File: config.mk
export PLATFORM = sky130hd
export DESIGN_NAME = seq_counter_ctrl
export DESIGN_NICKNAME = d
export VERILOG_FILES = /design/src/rtl/seq_counter_ctrl.sv
export SDC_FILE = /design/constraint.sdc
export NUM_CORES = 1
export LEC_CHECK = 0
export BUFFER_PORTS_ARGS = -buffer_cell sky130_fd_sc_hd__buf_2
export CAP_MARGIN = 15
export CORE_ASPECT_RATIO = 0.8
export CORE_MARGIN = 2
export CORE_UTILIZATION = 45
export DETAILED_ROUTE_END_ITERATION = 10
export PLACE_DENSITY = 0.63
export SLEW_MARGIN = 15
export SYNTH_ARGS = -nofsm -noshare
export SYNTH_HDL_FRONTEND = slang
export SYNTH_SLANG_ARGS = --single-unit
File: constraint.sdc
create_clock -name clk -period 2.8 [get_ports clk]
set_input_delay 0.28 -clock clk [delete_from_list [all_inputs] [get_ports clk]]
set_output_delay 0.28 -clock clk [all_outputs]
set_load 0.05 [all_outputs]
File: src/rtl/seq_counter_ctrl.sv
`default_nettype none
// ============================================================================
// Module      : seq_counter_ctrl
// Description : Programmable-sequence counter. Steps through a writable table
//               of count values, one-shot or looping, under start/stop.
// Revision    : 1.0 - initial release
// ============================================================================
module seq_counter_ctrl #(
    parameter int WIDTH = 4,
    parameter int DEPTH = 16,
    parameter int AW    = 4
) (
    input  logic             clk,
    input  logic             reset,
    input  logic             cfg_we,
    input  logic [AW-1:0]    cfg_addr,
    input  logic [WIDTH-1:0] cfg_data,
    input  logic             cfg_last_we,
    input  logic [AW-1:0]    cfg_last,
    input  logic             start,
    input  logic             stop,
    input  logic             step_en,
    input  logic             loop_mode,
    output logic [WIDTH-1:0] count,
    output logic [AW-1:0]    idx,
    output logic             busy,
    output logic             done,
    output logic             wrap,
    output logic             cfg_err
);

    typedef enum logic [0:0] {
        S_IDLE = 1'b0,
        S_RUN  = 1'b1
    } state_t;

    localparam logic [AW-1:0] C_LAST_RST = AW'(10);

    function automatic logic [WIDTH-1:0] default_entry(input int i);
        case (i)
            1:       default_entry = WIDTH'(2);
            2:       default_entry = WIDTH'(5);
            3:       default_entry = WIDTH'(3);
            4:       default_entry = WIDTH'(6);
            5:       default_entry = WIDTH'(8);
            6:       default_entry = WIDTH'(4);
            7:       default_entry = WIDTH'(1);
            8:       default_entry = WIDTH'(9);
            9:       default_entry = WIDTH'(13);
            10:      default_entry = WIDTH'(12);
            default: default_entry = '0;
        endcase
    endfunction

    state_t           state_q, state_d;
    logic [WIDTH-1:0] tbl_q [DEPTH];
    logic [WIDTH-1:0] tbl_d [DEPTH];
    logic [AW-1:0]    last_q, last_d;
    logic [AW-1:0]    idx_q, idx_d;
    logic [AW-1:0]    idx_inc;
    logic [WIDTH-1:0] count_q, count_d;
    logic             busy_q, busy_d;
    logic             done_q, done_d;
    logic             wrap_q, wrap_d;
    logic             cfg_err_q, cfg_err_d;

    always_comb begin
        state_d   = state_q;
        tbl_d     = tbl_q;
        last_d    = last_q;
        idx_d     = idx_q;
        count_d   = count_q;
        busy_d    = busy_q;
        done_d    = 1'b0;
        wrap_d    = 1'b0;
        cfg_err_d = 1'b0;
        idx_inc   = idx_q + AW'(1);

        case (state_q)
            S_IDLE: begin
                if (cfg_we) begin
                    tbl_d[cfg_addr] = cfg_data;
                end
                if (cfg_last_we) begin
                    last_d = cfg_last;
                end
                // Reading tbl_d lets a same-cycle write to entry 0 be seen at start.
                if (start && !stop) begin
                    state_d = S_RUN;
                    idx_d   = '0;
                    count_d = tbl_d[0];
                    busy_d  = 1'b1;
                end
            end
            S_RUN: begin
                cfg_err_d = cfg_we | cfg_last_we;
                if (stop) begin
                    state_d = S_IDLE;
                    busy_d  = 1'b0;
                end else if (step_en) begin
                    if (idx_q != last_q) begin
                        idx_d   = idx_inc;
                        count_d = tbl_q[idx_inc];
                    end else if (loop_mode) begin
                        idx_d   = '0;
                        count_d = tbl_q[0];
                        wrap_d  = 1'b1;
                    end else begin
                        state_d = S_IDLE;
                        busy_d  = 1'b0;
                        done_d  = 1'b1;
                    end
                end
            end
            default: begin
                state_d = S_IDLE;
                busy_d  = 1'b0;
            end
        endcase
    end

    always_ff @(posedge clk or negedge reset) begin
        if (!reset) begin
            state_q   <= S_IDLE;
            for (int i = 0; i < DEPTH; i++) begin
                tbl_q[i] <= default_entry(i);
            end
            last_q    <= C_LAST_RST;
            idx_q     <= '0;
            count_q   <= '0;
            busy_q    <= 1'b0;
            done_q    <= 1'b0;
            wrap_q    <= 1'b0;
            cfg_err_q <= 1'b0;
        end else begin
            state_q   <= state_d;
            tbl_q     <= tbl_d;
            last_q    <= last_d;
            idx_q     <= idx_d;
            count_q   <= count_d;
            busy_q    <= busy_d;
            done_q    <= done_d;
            wrap_q    <= wrap_d;
            cfg_err_q <= cfg_err_d;
        end
    end

    assign count   = count_q;
    assign idx     = idx_q;
    assign busy    = busy_q;
    assign done    = done_q;
    assign wrap    = wrap_q;
    assign cfg_err = cfg_err_q;

endmodule
`default_nettype wire

== Word-level counts from Yosys, hierarchy flattened ==
Index checks and enable logic that the tools add are counted.
Word-level totals
  bits in registers: 81
  logic and storage cells: 88
Operators by class
  add/subtract/negate cells: 1
  magnitude comparators: 3
  eq/ne operators: 8
  muxes and demuxes: 41
  bitwise gates (word level): 4
  reductions and logical operators: 7
Operator list (number)
  $bwmux W64: 1
  $mux W64: 1
  $mux W4: 13
  $mux W1: 20
  $bmux W4 S4: 1
  $demux W4 S4: 1
  $pmux W4 S2: 2
  $ge A5 B5 Y1 const B: 2
  $not A4 Y5: 2
  $ne A3 B3 Y1 const B: 3
  $reduce_and A4 Y1: 2
  $ne A2 B2 Y1 const B: 3
  $lt A5 B1 Y1 const B: 1
  $add A4 B1 Y4 const B: 1
  $ne A4 B4 Y1: 1
  $pmux W1 S2: 2
  $reduce_and A2 Y1: 2
  $ne A3 B2 Y1 const B: 1
  $logic_and A1 B1 Y1: 2
  $logic_not A1 Y1: 1
  $not A1 Y1: 1
  $or A1 B1 Y1: 1

== Longest topological paths before layout ==
Gate-level depths: netlist (run 1).
  word-level depth: 9
  depth in mapped cells: 8
  mapped depth without buffers: 7

== Worst setup path after synthesis (run 1) ==
No wires, ideal clock.
  path type: register -> register
  from: register idx_q[1] (netlist: idx[1])
  to: register count_q[3] (netlist: count[3])
  arrival: 2.419 ns
  required time: 2.665 ns
  setup slack: 0.247 ns
  stages on the path, launching flop included: 7
  path buffers: 1
  period minus slack after synthesis: 2.553 ns
  cell sequence: dfrtp_1 > ha_1 > clkbuf_1 > mux4_1 > a22o_1 > nor3_1 > o31ai_1
On the way
  word-level cells in the longest chain between the ends: 9
  elaborated cells on any way between the ends: 12
Ends and longest elaborated chain
  start: declaration: line 59  | logic [AW-1:0] idx_q, idx_d;
  start signal: assignment: line 139  | idx_q <= idx_d;
  $add A4 B1 Y4: line 77  | idx_inc = idx_q + AW'(1);
  $not A4 Y5 (implied by the code): line 103  | count_d = tbl_q[idx_inc];
  $bmux W4 S4: line 103
  $mux W4 (implied by the code) (2 in series): line 103
  $mux W4: line 101  | if (idx_q != last_q) begin
  $mux W4: line 100  | end else if (step_en) begin
  $mux W4: line 97  | if (stop) begin
  $pmux W4 S2: line 79  | case (state_q)
  end signal: assignment: line 140  | count_q <= count_d;
  end: declaration: line 61  | logic [WIDTH-1:0] count_q, count_d;
Parallel ways exist; a longest one is shown, timed or not. The select of a mux whose other input is x is not followed.
A chain may end at the register's enable or synchronous reset.

== Final worst setup path (run 1) ==
  from: register idx_q[1] (netlist: idx[1])
  to: register count_q[0] (netlist: count[0])
The elaborated chain is that of the path after synthesis.

==> results.py, run 1 <==
metrics = {
    "clock_tree": {
        "cts_setup_buffers": 0,
        "clk_pin_slew_ns": 0.09,
        "cts_repair_resize_count": 0,
        "root_buffer": "clkbuf_8",
        "cts_tree": "yes",
        "clk-insertion-delay-late_ns": 0.37,
        "holdBufCountCts": 0,
        "htreeDepth": 3,
        "cts_inserted_buffers": 9,
        "cts_num_sinks": 81,
        "clockBufferDepth": 2,
    },
    "sta": {
        "skew_ns": 0.01455,
        "setup_tns_ns": 0,
        "rsz0062_at_grt": "false",
        "worst_pin_slew_ns": 1.023,
        "slew_violations": 0,
        "setup_viol": 0,
        "min_period_ns": 2.502,
        "fmaxAchievable_mhz": 399.7,
        "hold_viol": 0,
        "layout_setup_ws_ns": 0.2982,
        "period_share_pct": 89.35,
        "slew_headroom_pct": 31.82,
    },
    "placed_design": {
        "dp_hpwl_mm": 6.056,
        "port_buffers": 31,
        "post-place-ws_ns": 0.3165,
        "gp_congestion": 0.8700,
    },
    "run_status": {
        "status": "finished clean",
    },
    "setup_path": {
        "slowest_stage": "ha_1",
        "cp_max_fo": 13,
        "worstPathCellList": "ha_1 > mux4_2 > a22o_1 > nor3_1 > o31ai_1",
        "crit_type": "reg2reg",
        "crit_required_ns": 3.04,
        "crit_family": "adder cells",
        "critPathLaunchType": "register",
        "cp-end-kind": "register",
        "cp.buffers_inverters": 0,
        "critPathMaxStageDelay_ns": 0.67,
        "crit_arrival_ns": 2.74,
    },
    "global_route": {
        "grt_max_degree": 82,
        "grt_pass1_vias": 2586,
        "grt-ovfl-total": 0,
        "grt.total_usage_pct": 19.91,
        "grt_pass1_wl_mm": 13.96,
        "antenna_found_initial": 0,
    },
    "layout": {
        "final_common_cell": "mux2_2",
        "antennaDiodeCount": 0,
        "drive_above_1_share_pct": 43.15,
        "nets": 360,
        "final_cell_mix": "mux2_2 (73), dfrtp_1 (62), buf_2 (30)",
        "syn_to_final_growth_pct": 12.04,
        "nFillCells": 746,
    },
    "floorplan": {
        "rows": 30,
        "die_y_um": 87.89,
        "ioPinCount": 32,
        "die_w_um": 108.9,
        "dieArea_um2": 9568,
        "core-area_um2": 8521,
        "start_util_pct": 46.46,
    },
    "synthesis": {
        "yosysTopAreaCell": "dfrtp_1",
        "ys.warnings.count": 0,
        "ys_ff_latch": 81,
        "ys_seq_area_share_pct": 51.80,
        "synth_area_um2": 3959,
        "yosys.cell_types.count": 41,
        "syn_inst": 307,
        "synth_area_leaders": "dfrtp_1 (39%), mux2_2 (21%), dfstp_2 (13%)",
        "synth_top_area_share_pct": 39.19,
        "syn_nets": 328,
        "syn_area_per_cell_um2": 12.90,
    },
    "routing": {
        "first_iter_violations": 157,
        "wl_per_cell_um": 18.83,
        "ant_nets": 0,
        "vias": 2539,
        "wirelength_mm": 8.568,
        "drcViolationCount": 0,
        "first_pass_iters": 4,
        "viasPerCell": 5.580,
    },
    "power_and_ir_drop": {
        "p_leak_nw": 1.938,
        "peakVddDrop_uv": 448.3,
        "powerDensity_nw_per_um2": 741.3,
    },
    "hold_path": {
        "worstHoldPathType": "in2async",
    },
    "job": {
        "max-cap-violations": 0,
    },
}
## report_power, final
part,internal [mW],total [mW],switching (mW)
clock,0.437,0.866,0.429
combinational,0.407,0.808,0.401
sequential,1.47,1.61,0.147
## stage by stage
| stage | cell area, um^2 | util [%] | hold slack [ns] | cells | power [mW] |
|---|---|---|---|---|---|
| 2_1_floorplan | 3959 | - | -0.01559 | 307 | 2.204 |
| 3_3_place_gp | 4234 | 49.69 | 0.4631 | 440 | 2.426 |
| 3_5_place_dp | 4234 | 49.69 | 0.4614 | 440 | 2.449 |
| 4_1_cts | 4436 | 52.06 | 0.07764 | 455 | 3.327 |
| 5_1_grt | 4436 | 52.06 | 0.09013 | 455 | 3.467 |
| 6_report | 4436 | 52.06 | 0.06079 | 455 | 3.288 |
## kinds of logic (layout without fill, tap and decap cells)
group           count (synthesis)  count (layout)  synth area share (%)
compound gates                 35              35                 6.131
xor+xnor                        6               6                 1.517
fa+ha+maj                       1               1                0.3160
buf+inv                        18              54                 2.117
flops                          81              81                 51.80
mux                            92              92                 28.89
simple gates                   74              74                 9.229
## synth_stat cells (all sizes together)
cell type and n:
a2111oi 4, a211oi 4, a21oi 2, a22o 5, a311oi 1, and2 1
and3 3, buf 5, clkbuf 10, dfrtp 62, dfstp 19, ha 1
inv 3, mux2 80, mux2i 4, mux4 8, nand2 29, nand2b 4
nand3 3, nand3b 1, nand4 1, nor2 8, nor2b 12, nor3 8
nor3b 1, nor4 2, o21a 1, o21ai 10, o22ai 4, o31ai 4
or2 1, xor2 6
## layout make-up
| cell class | count | area (um^2) | area share (%) |
|---|---|---|---|
| Clock buffer | 10 | 137.6 | 3.103 |
| Clock inverter | 5 | 63.81 | 1.439 |
| Inverter | 3 | 11.26 | 0.2539 |
| Multi-Input combinational cell | 208 | 1824 | 41.13 |
| Sequential cell | 81 | 2051 | 46.23 |
| Tap cell | 112 | 140.1 | 3.159 |
| Timing Repair Buffer | 36 | 207.7 | 4.683 |
## path summary, 6_finish.rpt
check                       endpoint  slack [ns]  depth (start not counted)      from
setup / recovery            count[0]        0.30                          5    idx[1]
min in group clk             state_q        0.10                          2      stop
hold reg to reg             count[1]        0.49                          2  count[1]
max in group asynchronous  last_q[2]        2.04                          1     reset
setup reg to reg            count[0]        0.30                          5    idx[1]
hold / removal                  busy        0.06                          1     reset
## routing by layer
metal  wire length (um)  global-route usage [%]  vias up
met5                  0                       0        -
met4                129                   6.061        0
met3                381                   4.985       15
met2               3863                   29.59       50
met1               4194                   28.91     1281
li1                   -                       -     1193
Power figures use the tool's default switching activity.
==> inputs of run 2 (changes only) <==
--- a/config.mk
+++ b/config.mk
@@ -6,10 +6,11 @@
 export NUM_CORES = 1
 export LEC_CHECK = 0
 export BUFFER_PORTS_ARGS = -buffer_cell sky130_fd_sc_hd__buf_2
-export CAP_MARGIN = 15
+export CAP_MARGIN = 20
 export CORE_ASPECT_RATIO = 0.8
 export CORE_MARGIN = 2
 export CORE_UTILIZATION = 45
+export CTS_BUF_LIST = sky130_fd_sc_hd__clkbuf_2 sky130_fd_sc_hd__clkbuf_4 sky130_fd_sc_hd__clkbuf_8
 export DETAILED_ROUTE_END_ITERATION = 10
 export PLACE_DENSITY = 0.63
 export SLEW_MARGIN = 15
==> run 2 against run 1 <==
Against the previous run:
- power rose by 0.27%
- worst setup slack improved by 0.0054 ns
- die area did not move
- global-route usage did not move
- hold slack improved by 0.037 ns
- largest cell class unchanged
- largest power group unchanged
- highest routed layer unchanged
==> results.py, run 2 (same netlist as run 1, synthesis figures left out) <==
metrics = {
    "sta": {
        "setup_viol": 0,
        "rsz0062_at_grt": "false",
        "skew_ns": 0.01501,
        "worst_pin_slew_ns": 0.8628,
        "slew_headroom_pct": 41.95,
        "min_period_ns": 2.496,
        "slew_violations": 0,
        "period_share_pct": 89.16,
        "layout_setup_ws_ns": 0.3036,
        "hold_viol": 0,
        "fmaxAchievable_mhz": 400.6,
        "hold_slack_ns": 0.09788,
        "setup_tns_ns": 0,
    },
    "clock_tree": {
        "cts_tree": "yes",
        "clk_pin_slew_ns": 0.09,
        "cts_inserted_buffers": 9,
        "htreeDepth": 3,
        "clk-insertion-delay-late_ns": 0.37,
        "root_buffer": "clkbuf_8",
        "cts_num_sinks": 81,
        "cts_setup_buffers": 0,
        "clockBufferDepth": 2,
    },
    "power_and_ir_drop": {
        "powerDensity_nw_per_um2": 738.3,
        "p_leak_nw": 1.952,
        "p_clk_share_pct": 26.4,
        "p_total_mw": 3.297,
        "p_sw_share_pct": 29.79,
        "p_int_mw": 2.315,
        "pwr-share-comb_pct": 24.7,
        "p_switching_mw": 0.9822,
        "p_seq_share_pct": 49.0,
        "peakVddDrop_uv": 448.4,
    },
    "routing": {
        "wirelength_mm": 8.589,
        "wl_per_cell_um": 18.79,
        "drcViolationCount": 0,
        "first_pass_iters": 4,
        "wl_met1_mm": 4.269,
        "viasPerCell": 5.580,
        "wl_met2_mm": 3.893,
        "highest_layer": "met4",
        "ant_nets": 0,
        "first_iter_violations": 133,
        "vias": 2550,
        "wl_met3_um": 291,
    },
    "setup_path": {
        "r2r_end": "count[0]",
        "slowest_stage": "ha_1",
        "critPathMaxStageDelay_ns": 0.66,
        "worstPathCellList": "ha_1 > mux4_2 > a22o_1 > nor3_1 > o31ai_1",
        "reg2regPathDepth": 5,
        "r2r_setup_slack_ns": 0.30,
        "cp-end-kind": "register",
        "crit_required_ns": 3.04,
        "cp_max_fo": 13,
        "r2r-start": "idx[1]",
        "crit_arrival_ns": 2.73,
        "critPathLaunchType": "register",
        "crit_type": "reg2reg",
    },
    "layout": {
        "drive_above_1_share_pct": 43.19,
        "nFillCells": 742,
        "final_common_cell": "mux2_2",
        "syn_to_final_growth_pct": 12.80,
        "post-route-util_pct": 52.41,
        "nets": 362,
        "final_cell_mix": "mux2_2 (73), dfrtp_1 (62), buf_2 (30)",
        "antennaDiodeCount": 0,
    },
    "floorplan": {
        "ioPinCount": 32,
        "core-area_um2": 8521,
        "rows": 30,
        "die_y_um": 87.89,
        "start_util_pct": 46.46,
        "dieArea_um2": 9568,
        "die_w_um": 108.9,
    },
    "global_route": {
        "grt.total_usage_pct": 19.91,
        "grt_max_degree": 82,
        "antenna_found_initial": 0,
        "grt_pass1_vias": 2586,
        "grt-ovfl-total": 0,
        "grt_pass1_wl_mm": 13.96,
    },
    "placed_design": {
        "gp_congestion": 0.8700,
        "dp_hpwl_mm": 6.056,
        "port_buffers": 31,
        "post-place-ws_ns": 0.3165,
    },
    "hold_path": {
        "worstHoldPathType": "in2reg",
        "hold_depth": 2,
        "hp-start": "stop",
        "hold_path_end": "state_q",
    },
    "job": {
        "max-cap-violations": 0,
    },
    "run_status": {
        "status": "finished clean",
    },
}
run 2: cell count changes in the layout (fill, tap and decap cells not counted):
| cell | previous run | this run |
|---|---|---|
| buf_12 | 1 | 2 |
| dlygate4sd3_1 | 0 | 1 |
run 2: per-stage QoR:
step / std cells / instance area, um^2
CTS: 455 / 4436
floorplan: 307 / 3959
global placement: 440 / 4234
detailed placement: 440 / 4234
finish: 457 / 4466
global route: 457 / 4466
run 2: layout make-up:
cell class | count | area [um^2] | share of cell area [%]
flip-flops and latches | 81 | 2051 | 45.92
multi-input cells | 208 | 1824 | 40.85
repair buffers | 38 | 237.7 | 5.324
well taps | 112 | 140.1 | 3.138
clock buffers | 10 | 137.6 | 3.082
clock inverters | 5 | 63.81 | 1.429
inverters | 3 | 11.26 | 0.2522
run 2: worst max path at each step:
stage | start | end | slack [ns] | depth (start not counted)
after global routing | idx[1] | count[0] | 0.18 | 5
after detailed placement | idx[1] | count[0] | 0.32 | 5
after floorplan | idx[1] | count[3] | 0.25 | 6
after global placement | idx[1] | count[0] | 0.41 | 5
final | idx[1] | count[0] | 0.30 | 5
after CTS | idx[1] | count[0] | 0.30 | 5
run 2: what timing repair did:
| item | in CTS | in global routing |
|---|---|---|
| resized for setup | 0 | 0 |
| endpoints found under the hold margin | 0 | 27 |
| hold buffers | 0 | 1 |
run 2: power by group through the flow:
stage	clock, mW	sequential [mW]	combinational (mW)
6_report	0.869	1.61	0.813
5_1_grt	0.943	1.65	0.884
4_1_cts	0.896	1.61	0.817
3_5_place_dp	0	1.63	0.815
3_3_place_gp	0	1.63	0.797
2_1_floorplan	0	1.66	0.543
run 2: critical path: cells and delay by family (launching register included):
kind / cells / cell delay (ns)
muxes: 1 / 0.59
AOI/OAI and AO/OA: 2 / 0.38
and+or+nand+nor: 1 / 0.29
adders and majority gates: 1 / 0.66
DFF: 1 / 0.43
run 2: per-layer routing:
metal / global-route usage (%) / up-vias
met5: 0 / -
met4: 6.061 / 0
met3: 4.985 / 17
met2: 29.59 / 44
met1: 28.91 / 1296
li1: - / 1193
==> inputs of run 3 (changes only) <==
--- a/config.mk
+++ b/config.mk
@@ -7,12 +7,14 @@
 export LEC_CHECK = 0
 export BUFFER_PORTS_ARGS = -buffer_cell sky130_fd_sc_hd__buf_2
 export CAP_MARGIN = 20
+export CELL_PAD_IN_SITES_DETAIL_PLACEMENT = 0
+export CELL_PAD_IN_SITES_GLOBAL_PLACEMENT = 2
 export CORE_ASPECT_RATIO = 0.8
 export CORE_MARGIN = 2
-export CORE_UTILIZATION = 45
+export CORE_UTILIZATION = 43
 export CTS_BUF_LIST = sky130_fd_sc_hd__clkbuf_2 sky130_fd_sc_hd__clkbuf_4 sky130_fd_sc_hd__clkbuf_8
 export DETAILED_ROUTE_END_ITERATION = 10
-export PLACE_DENSITY = 0.63
+export PLACE_DENSITY = 0.81
 export SLEW_MARGIN = 15
 export SYNTH_ARGS = -nofsm -noshare
 export SYNTH_HDL_FRONTEND = slang
==> run 3 against run 2 <==
Against the previous run:
- routed wire length is 3.9% higher
- clock power is 10% higher
- combinational power hardly changed
- register-to-register slack better by 0.04 ns
- largest cell class unchanged
- highest routed layer unchanged
==> results.py, run 3 (same netlist as run 1, synthesis figures left out) <==
metrics = {
    "clock_tree": {
        "cts_num_sinks": 81,
        "htreeDepth": 3,
        "clk_pin_slew_ns": 0.09,
        "cts_tree": "yes",
        "cts_setup_buffers": 0,
        "root_buffer": "clkbuf_8",
        "clk-insertion-delay-late_ns": 0.37,
        "clockBufferDepth": 2,
        "cts_inserted_buffers": 9,
    },
    "hold_path": {
        "hp-start": "stop",
        "worstHoldPathType": "in2reg",
        "hold_depth": 2,
        "hold_path_end": "state_q",
    },
    "floorplan": {
        "start_util_pct": 43.99,
        "dieArea_um2": 9995,
        "core-area_um2": 8999,
        "rows": 31,
        "die_y_um": 89.82,
        "die_w_um": 111.3,
        "ioPinCount": 32,
    },
    "setup_path": {
        "r2r_end": "count[3]",
        "critPathLaunchType": "register",
        "r2r_setup_slack_ns": 0.34,
        "slowest_stage": "ha_1",
        "critPathMaxStageDelay_ns": 0.69,
        "r2r-start": "idx[1]",
        "reg2regPathDepth": 5,
        "cp_max_fo": 13,
        "crit_arrival_ns": 2.72,
        "crit_required_ns": 3.06,
        "worstPathCellList": "ha_1 > mux4_1 > a22o_1 > nor3_1 > o31ai_1",
        "crit_type": "reg2reg",
        "cp-end-kind": "register",
    },
    "power_and_ir_drop": {
        "p_clk_share_pct": 28.3,
        "p_sw_share_pct": 29.58,
        "pwr-share-comb_pct": 23.9,
        "peakVddDrop_uv": 438.4,
        "p_leak_nw": 1.969,
        "p_switching_mw": 1.002,
        "p_int_mw": 2.385,
        "p_seq_share_pct": 47.7,
        "powerDensity_nw_per_um2": 753.3,
    },
    "sta": {
        "period_share_pct": 87.73,
        "worst_pin_slew_ns": 0.8358,
        "hold_viol": 0,
        "min_period_ns": 2.456,
        "slew_violations": 0,
        "skew_ns": 0.007928,
        "slew_headroom_pct": 43.76,
        "fmaxAchievable_mhz": 407.1,
        "setup_tns_ns": 0,
        "rsz0062_at_grt": "false",
        "setup_viol": 0,
    },
    "routing": {
        "vias": 2534,
        "first_iter_violations": 157,
        "wl_per_cell_um": 19.32,
        "wirelength_mm": 8.927,
        "drcViolationCount": 0,
        "first_pass_iters": 4,
        "ant_nets": 0,
        "viasPerCell": 5.485,
    },
    "layout": {
        "nFillCells": 793,
        "drive_above_1_share_pct": 43.52,
        "syn_to_final_growth_pct": 13.59,
        "nets": 363,
        "final_cell_mix": "mux2_2 (73), dfrtp_1 (62), buf_2 (30)",
        "post-route-util_pct": 49.97,
        "antennaDiodeCount": 0,
        "final_common_cell": "mux2_2",
    },
    "global_route": {
        "grt_pass1_vias": 2571,
        "antenna_found_initial": 0,
        "grt.total_usage_pct": 19.21,
        "grt_max_degree": 82,
        "grt_pass1_wl_mm": 14.67,
        "grt-ovfl-total": 0,
    },
    "placed_design": {
        "dp_hpwl_mm": 6.248,
        "gp_congestion": 0.8434,
        "port_buffers": 31,
    },
    "run_status": {
        "status": "finished clean",
    },
    "job": {
        "max-cap-violations": 0,
    },
}
[run 3: cell types whose count changed in the layout (fill, tap and decap cells not counted)]
cell	previous run	this run
buf_12	2	0
buf_4	5	7
buf_16	0	1
bufinv_16	1	2
clkbuf_8	10	9
clkinv_4	2	3
[run 3: timing repair]
action | in CTS | in global routing
endpoints found under the hold margin | 0 | 24
resized for setup | 0 | 0
hold buffers | 0 | 1
[run 3: worst max-delay path, delay by kind of cell, from the launching register on]
family                     cells  cell delay (ns)
AOI/OAI and AO/OA              2             0.36
adders and majority gates      1             0.69
DFF                            1             0.44
muxes                          1             0.66
and+or+nand+nor                1             0.20
[run 3: power by group through the flow]
stage	combinational [mW]	clock, mW	sequential, mW
6_report	0.811	0.959	1.62
5_1_grt	0.888	1.05	1.65
4_1_cts	0.817	0.986	1.62
3_5_place_dp	0.816	0	1.64
3_3_place_gp	0.802	0	1.63
2_1_floorplan	0.543	0	1.66
[run 3: final cells by class]
cell class              instances  area, um^2  area share, %
flip-flops and latches         81        2051          45.60
clock inverters                 7       102.6          2.282
repair buffers                 39       240.2          5.342
inverters                       3       11.26         0.2504
clock buffers                   9       123.9          2.755
well taps                     115       143.9          3.200
multi-input cells             208        1824          40.57
[run 3: stage by stage]
step	hold WS (ns)	instance area (um^2)	setup slack, ns	power (mW)	instances
floorplan	-0.01559	3959	0.2467	2.204	307
global placement	0.4635	4233	0.3329	2.436	444
detailed placement	0.4644	4233	0.2783	2.451	444
CTS	0.06939	4459	0.2650	3.419	460
global route	0.08144	4497	0.09289	3.582	462
finish	0.08995	4497	0.3435	3.388	462
[run 3: metal layers]
layer	up-vias	wire (um)	global-route usage (%)
li1	1191	-	-
met1	1280	4510	29.19
met4	0	77	5.658
met5	-	0	0
met2	54	3904	27.13
met3	9	435	4.922
[run 3: worst max path at each step]
stage / slack [ns] / end / from / cells after the start
2_1_floorplan: 0.25 / count[3] / idx[1] / 6
3_3_place_gp: 0.33 / count[3] / idx[1] / 5
3_5_place_dp: 0.28 / count[3] / idx[1] / 5
4_1_cts: 0.27 / count[3] / idx[1] / 5
5_1_grt: 0.09 / count[3] / idx[1] / 5
6_report: 0.34 / count[3] / idx[1] / 5
